## src/rtl/alu_pkg.sv

```systemverilog
// -----------------------------------------------------------------------------
// alu_pkg
//   Shared constants for the ALU and the UART command sequencer that feeds it:
//   default widths, ALU opcode values and the sequencer state encoding.
//   No ports (package only).
// -----------------------------------------------------------------------------
package alu_pkg;

    // Default widths
    localparam int NB_DATA_DFLT = 8;
    localparam int NB_OP_DFLT   = 6;

    // ALU opcodes (MIPS funct-style encoding)
    localparam logic [NB_OP_DFLT-1:0] ADD = 6'b100000;
    localparam logic [NB_OP_DFLT-1:0] SUB = 6'b100010;
    localparam logic [NB_OP_DFLT-1:0] AND = 6'b100100;
    localparam logic [NB_OP_DFLT-1:0] OR  = 6'b100101;
    localparam logic [NB_OP_DFLT-1:0] XOR = 6'b100110;
    localparam logic [NB_OP_DFLT-1:0] SRA = 6'b000011;
    localparam logic [NB_OP_DFLT-1:0] SRL = 6'b000010;
    localparam logic [NB_OP_DFLT-1:0] NOR = 6'b100111;

    // Sequencer states
    localparam int          NB_STATE = 3;
    localparam logic [2:0]  GET_A    = 3'd0;
    localparam logic [2:0]  GET_B    = 3'd1;
    localparam logic [2:0]  GET_OP   = 3'd2;
    localparam logic [2:0]  EXEC     = 3'd3;
    localparam logic [2:0]  WAIT_TX  = 3'd4;
    localparam logic [2:0]  CARRY_TX = 3'd5;

endpackage : alu_pkg

```

## src/rtl/alu_uart_iface.sv

```systemverilog
// -----------------------------------------------------------------------------
// alu_uart_iface
//   Sequencer between a UART RX/TX pair and a combinational ALU. Three received
//   bytes (operand A, operand B, opcode) are registered and presented to the
//   ALU; one cycle later the result is captured and handed to the UART TX with
//   a one-cycle start pulse, then the block waits for the TX done strobe.
//
//   Optional feature (macro ALU_UART_IFACE_CARRY_BYTE_EN):
//     defined   -> after the result byte, a second byte {0..0, carry} is sent.
//     undefined -> one byte per command, carry is not stored.
//
// Ports:
//   i_clk        system clock, rising edge
//   i_rst_n      synchronous active-low reset
//   i_rx_data    received byte, valid with i_rx_done
//   i_rx_done    one-cycle RX strobe
//   i_tx_done    one-cycle TX finished strobe
//   i_alu_res    ALU result
//   i_alu_carry  ALU carry/borrow
//   o_dato_a     registered operand A
//   o_dato_b     registered operand B
//   o_op         registered opcode (low NB_OP bits of third byte)
//   o_tx_data    byte to transmit, stable from o_tx_start until i_tx_done
//   o_tx_start   one-cycle TX start pulse
//   o_busy       low only while waiting for operand A
// -----------------------------------------------------------------------------
module alu_uart_iface
    import alu_pkg::*;
#(
    parameter int NB_DATA = NB_DATA_DFLT,
    parameter int NB_OP   = NB_OP_DFLT
) (
    input  logic               i_clk,
    input  logic               i_rst_n,
    input  logic [NB_DATA-1:0] i_rx_data,
    input  logic               i_rx_done,
    input  logic               i_tx_done,
    input  logic [NB_DATA-1:0] i_alu_res,
    input  logic               i_alu_carry,
    output logic [NB_DATA-1:0] o_dato_a,
    output logic [NB_DATA-1:0] o_dato_b,
    output logic [NB_OP-1:0]   o_op,
    output logic [NB_DATA-1:0] o_tx_data,
    output logic               o_tx_start,
    output logic               o_busy
);

    logic [NB_STATE-1:0] state;

`ifdef ALU_UART_IFACE_CARRY_BYTE_EN
    logic carry_q;
`else
    // Carry is not reported in this build; the input is intentionally sunk.
    logic unused_carry;
    assign unused_carry = i_alu_carry;
`endif

    // o_busy is registered alongside the state so it is high exactly when the
    // next state is anything other than GET_A.
    always_ff @(posedge i_clk) begin
        if (!i_rst_n) begin
            state      <= GET_A;
            o_dato_a   <= '0;
            o_dato_b   <= '0;
            o_op       <= '0;
            o_tx_data  <= '0;
            o_tx_start <= 1'b0;
            o_busy     <= 1'b0;
`ifdef ALU_UART_IFACE_CARRY_BYTE_EN
            carry_q    <= 1'b0;
`endif
        end else begin
            // Start is a single-cycle pulse; only the launching edges raise it.
            o_tx_start <= 1'b0;
            case (state)
                GET_A: begin
                    if (i_rx_done) begin
                        o_dato_a <= i_rx_data;
                        state    <= GET_B;
                        o_busy   <= 1'b1;
                    end
                end
                GET_B: begin
                    if (i_rx_done) begin
                        o_dato_b <= i_rx_data;
                        state    <= GET_OP;
                    end
                end
                GET_OP: begin
                    if (i_rx_done) begin
                        // Upper bits of the opcode byte are discarded.
                        o_op  <= i_rx_data[NB_OP-1:0];
                        state <= EXEC;
                    end
                end
                EXEC: begin
                    // Operands have been stable on the ALU for a full cycle.
                    o_tx_data  <= i_alu_res;
                    o_tx_start <= 1'b1;
                    state      <= WAIT_TX;
`ifdef ALU_UART_IFACE_CARRY_BYTE_EN
                    carry_q    <= i_alu_carry;
`endif
                end
                WAIT_TX: begin
                    // RX strobes are dropped here; tx_done wins a same-cycle tie.
                    if (i_tx_done) begin
`ifdef ALU_UART_IFACE_CARRY_BYTE_EN
                        o_tx_data  <= {{(NB_DATA-1){1'b0}}, carry_q};
                        o_tx_start <= 1'b1;
                        state      <= CARRY_TX;
`else
                        state      <= GET_A;
                        o_busy     <= 1'b0;
`endif
                    end
                end
`ifdef ALU_UART_IFACE_CARRY_BYTE_EN
                CARRY_TX: begin
                    if (i_tx_done) begin
                        state  <= GET_A;
                        o_busy <= 1'b0;
                    end
                end
`endif
                default: begin
                    state  <= GET_A;
                    o_busy <= 1'b0;
                end
            endcase
        end
    end

endmodule : alu_uart_iface

```

## config.mk

```make
export PLATFORM = sky130hd
export DESIGN_NAME = alu_uart_iface
export DESIGN_NICKNAME = d
export VERILOG_FILES = /design/src/rtl/alu_pkg.sv /design/src/rtl/alu_uart_iface.sv
export SDC_FILE = /design/constraint.sdc
export NUM_CORES = 1
export LEC_CHECK = 0
export ABC_CLOCK_PERIOD_IN_PS = 1700
export CAP_MARGIN = 20
export CELL_PAD_IN_SITES_DETAIL_PLACEMENT = 0
export CELL_PAD_IN_SITES_GLOBAL_PLACEMENT = 1
export CORE_AREA = 2 2 68 70
export DETAILED_ROUTE_END_ITERATION = 16
export DIE_AREA = 0 0 70 72
export PLACE_DENSITY_LB_ADDON = 0.2
export SYNTH_ARGS = -nofsm -noshare
export SYNTH_HDL_FRONTEND = slang
export SYNTH_SLANG_ARGS = --single-unit
```

## constraint.sdc

```tcl
create_clock -name i_clk -period 1.7 [get_ports i_clk]
set_input_delay 0.255 -clock i_clk [delete_from_list [all_inputs] [get_ports i_clk]]
set_output_delay 0.255 -clock i_clk [all_outputs]
set_load 0.01 [all_outputs]
```

======== Word level (Yosys, flattened, before mapping) ========
Cells that the tools add are included.
W data, S select, Z words.
storage, ports and cells
  bits in registers ....................... 35
  ROM bits ................................ 0
  bits in latches ......................... 0
  output and inout bits ................... 32
  memory bits (writable) .................. 0
  input bits .............................. 21
  logic and storage cells ................. 32
  memories ................................ 0
cells by class
  $mul .................................... 0
  multiplexer cells ....................... 9
  $add $sub $neg .......................... 0
  shifts and indexed selects .............. 0
  div/mod/pow operators ................... 0
  reduce and logical (&&, ||, !) cells .... 7
  order comparisons ....................... 0
  bitwise logic cells ..................... 1
  equality and inequality tests ........... 8
operators with widths
  kind                  number
  $pmux W3 S5           1
  $mux W3               4
  $ne A2 B2 Y1 const B  4
  $eq A3 B2 Y1 const B  2
  $reduce_and A2 Y1     3
  $reduce_and A4 Y1     1
  $eq A3 B1 Y1 const B  1
  $eq A3 B3 Y1 const B  1
  $logic_not A3 Y1      1
  $mux W1               3
  $pmux W1 S3           1
  $reduce_and A3 Y1     1
  $reduce_or A3 Y1      1
  $not A1 Y1            1

======== Logic depth before layout (Yosys ltp) ========
  depth in word-level cells ............... 4
  gate-level depth with buffers ........... 5
  gate-level depth less buffers ........... 3

======== Worst setup path after synthesis ========
OpenSTA, ideal clock, no wires.
  path kind ............................... register to register
  start point ............................. reg state[1]
  end point ............................... reg o_dato_a[5]
  arrival ................................. 1.268 ns
  data required time ...................... 1.585 ns
  path slack .............................. 0.317 ns
  clock period less this slack ............ 1.383 ns
  library setup time ...................... 0.115 ns
  path buffers ............................ 2
  stages on the path, launching flop included .. 6
  path through ............................ dfxtp_1 or4b_1 buf_2 buf_6 nand3_2 o21ai_2
between the ends
  cells in the longest elaborated chain, start to end .. 2
RTL lines
  item                                line                  source
  start, declared                     alu_uart_iface.sv:48  logic [NB_STATE-1:0] state;
  start signal, assigned              alu_uart_iface.sv:62  state <= GET_A;
  start signal, assigned              alu_uart_iface.sv:79  state <= GET_B;
  start signal, assigned              alu_uart_iface.sv:86  state <= GET_OP;
  $logic_not A3 Y1                    alu_uart_iface.sv:75  case (state)
  $reduce_and A2 Y1 (no source line)  --
  end signal, assigned                alu_uart_iface.sv:78  o_dato_a <= i_rx_data;
  end, declared                       alu_uart_iface.sv:40  output logic [NB_DATA-1:0] o_dato_a,
No other way between the ends.
A chain may end at the register's enable or synchronous reset.

======== Final worst setup path ========
  start point ............................. reg state[0]
  end point ............................... reg o_dato_b[6]
between the ends
  cells in the longest elaborated chain, start to end .. 2
RTL lines
  item                                line                  source
  $eq A3 B1 Y1                        alu_uart_iface.sv:75
  $reduce_and A2 Y1 (no source line)  --
  end signal, assigned                alu_uart_iface.sv:85  o_dato_b <= i_rx_data;
  end, declared                       alu_uart_iface.sv:41  output logic [NB_DATA-1:0] o_dato_b,
No other way between the ends.

==> summary.txt <==
Status
  – Outcome: finished clean

Clocking
  – Number of setup buffers added after CTS: 0
  – CTS H-Tree Depth: 2
  – Clock slew at reported path FFs: 0.08 ns
  – Deepest clock path buffer count: 2
  – CTS tree: built
  – CTS Sinks: 35
  – Hold Buf Count CTS: 0
  – Post_cts resized: 0
  – Clock Latency Late Sink: 0.29 ns
  – TritonCTS buffer count: 5
  – Clock root buffer: clkbuf_8

Worst setup path
  – Critical Path RT: 1.87 ns
  – Kind of cell adding the most delay to the critical path: flip-flops
  – Kind of critical path: reg -> reg
  – Crit-path max FO: 9
  – Reg2reg end: o_dato_b[6]
  – Critical path capture point type: register
  – R2R setup slack: 0.24 ns
  – Beginning of the critical path: state[0]
  – Reg2Reg Depth: 4
  – Critical path arrival: 1.63 ns
  – CP cell instances: nor4bb_2 -> buf_4 -> mux2i_1 -> nor2_1
  – Worst path slowest cell: dfxtp_1
  – CP bufs+invs: 1
  – Largest stage delay on the critical path: 0.46 ns
  – Element type at the critical path start: register
  – Worst R2R Start: state[0]

STA
  – RSZ-0062 raised after global routing: false
  – Crit share post-route: 0.857
  – Slew @ Worst Pin: 0.582 ns
  – Fmax: 687 MHz
  – Hold Vio Cnt, Final: 0
  – Headroom to the max-slew limit: 0.611
  – Pins Over Slew Limit: 0
  – Final setup violating endpoints: 0
  – Clock skew: 0.00792 ns
  – Final min period: 1.46 ns

Floorplan
  – CORE AREA: 4260 sq um
  – # rows: 24
  – Chip Width: 70 um
  – Initial core utilization: 0.304
  – Die area: 5040 sq um
  – Height of the chip: 72 um
  – # IOs: 53

Synthesis
  – Post-synth net total: 152
  – Post-Synth Adder-Cell Area: 0
  – Register area share after synthesis: 0.541
  – Largest family of logic cells by synthesized area: simple AND/OR/NAND/NOR gates
  – Xor and xnor area share after synthesis: 0
  – Syn_area_per_cell: 9.89 sq um
  – Synth cell types: 23
  – Synthesized area: 1290 sq um
  – Synth Area in Simple Gates: 0.194
  – Compound-Gate Fraction of Synth Area: 0.0947
  – YS warnings: 0
  – Mux contribution to synthesized area: 0.132
  – Seq cells post-synth: 35
  – Cell count after synthesis: 131

Final layout
  – Ant diodes: 0
  – Area delta synth->final: 55.2%
  – Share of cells above drive strength 1: 0.143
  – Non-Filler Instances: 241
  – Most common cell after layout, fill and taps aside: clkdlybuf4s50_1
  – Fin nets: 209
  – Post-Route Utilization: 0.471
  – Most frequent cells in the layout: clkdlybuf4s50_1, dfxtp_1, nor2_1

Drt
  – Avg WL per Cell: 12.4 um
  – TritonRoute pass-1 iters: 4
  – Drt total wl: 2990 um
  – Initial drt markers: 18
  – DRC errors left: 0
  – DR vias/cell: 4.55
  – Via count: 1,097
  – ANT nets after route: 0

Hold path
  – Hold Path Class: reg -> reg
  – Hold path cells: 2
  – Hold EP: o_dato_a[0]
  – Hold path startpoint: o_dato_a[0]

GRT
  – Total gr overflow: 0
  – Initial antenna violation count: 0
  – First-pass GRT wire length: 5170 um
  – Largest net degree at the start of global routing: 24
  – Total track usage: 0.132
  – Vias in the first global route: 1,100

Power
  – Leak: 0.789 nW
  – Pwr dens: 947 nW/um^2
  – Worst vdd ir: 0.000612 V
  – Total Power: 1.90 mW

Placement
  – Routability congestion estimate: 0.717
  – Port bufs: 51
  – Hpwl dp: 2190 um
  – Cells after DPL: 233

Flow run
  – Max_cap viols: 0
==> how the worst max path moves through the flow <==
stage                       end  cells after the start
floorplan           o_dato_a[5]                      5
global placement    o_dato_a[4]                      5
detailed placement  o_dato_a[2]                      5
CTS                 o_dato_b[7]                      4
global route        o_dato_b[7]                      4
finish              o_dato_b[6]                      4
==> stage by stage <==
| step | instance area, sq um | setup TNS, ns | worst slack, ns | hold slack (ns) |
|---|---|---|---|---|
| finish | 2010 | 0 | 0.243 | 0.470 |
| floorplan | 1290 | 0 | 0.317 | 0.399 |
| global route | 2010 | 0 | 0.111 | 0.493 |
| CTS | 2010 | 0 | 0.211 | 0.474 |
| detailed placement | 1890 | -0.0505 | -0.0162 | 0.461 |
| global placement | 1890 | 0 | 0.000396 | 0.447 |
==> power by group <==
group	internal [mW]	switching (mW)	total [mW]
clock network	0.482	0.318	0.800
logic	0.131	0.0996	0.231
registers	0.851	0.0217	0.873
==> flip-flops by register name, summed over array words and instances (netlist names) <==
register and count:
o_busy 1, o_tx_data 8, o_tx_start 1, state 3, o_dato_a 8, o_op 6
o_dato_b 8
==> layout make-up <==
class                      count  area (sq um)
clock buffer                   6          82.6
timing repair buffer          58           563
tap                           52          65.1
fill                         418          2250
clock inverter                 2          38.8
sequential                    35           701
inverter                       2          7.51
multi-input combinational     86           552
==> layer usage <==
layer / routed length (um) / vias to the layer above / global-route usage / part of all wire
met4: 62 / 0 / 0.0641 / 0.021
met1: 1260 / 493 / 0.146 / 0.42
met2: 1440 / 36 / 0.220 / 0.48
met3: 220 / 6 / 0.0556 / 0.074
li1: - / 562 / - / -
met5: 0 / - / 0 / 0
==> kinds of logic after synthesis <==
kind of cell / after synthesis
mux: 17
flops: 35
simple gates: 52
buf+inv: 10
compound gates: 17
==> cells in the mapped netlist <==
cell type,count,area (sq um)
a21oi_1,2,10.0
a31oi_2,1,12.5
buf_2,3,15.0
buf_6,1,11.3
clkbuf_1,4,15.0
clkinv_1,1,3.75
dfxtp_1,35,701
inv_1,1,3.75
mux2_2,1,11.3
mux2i_1,16,160
nand2_1,11,41.3
nand2b_1,2,12.5
nand3_1,13,65.1
nand3_2,1,10.0
nand3b_1,1,7.51
nand4bb_1,1,11.3
nor2_1,19,71.3
nor3_1,1,5.00
nor3b_1,1,7.51
nor4bb_1,1,10.0
o21ai_0,6,30.0
o21ai_2,8,70.1
or4b_1,1,10.0
==> worst register-to-register path: stages (launching register included) <==
cell,delay (ns)
dfxtp_1,0.46
nor4bb_2,0.39
buf_4,0.23
mux2i_1,0.20
nor2_1,0.06
Note: power is estimated with default switching activity, not from simulation.
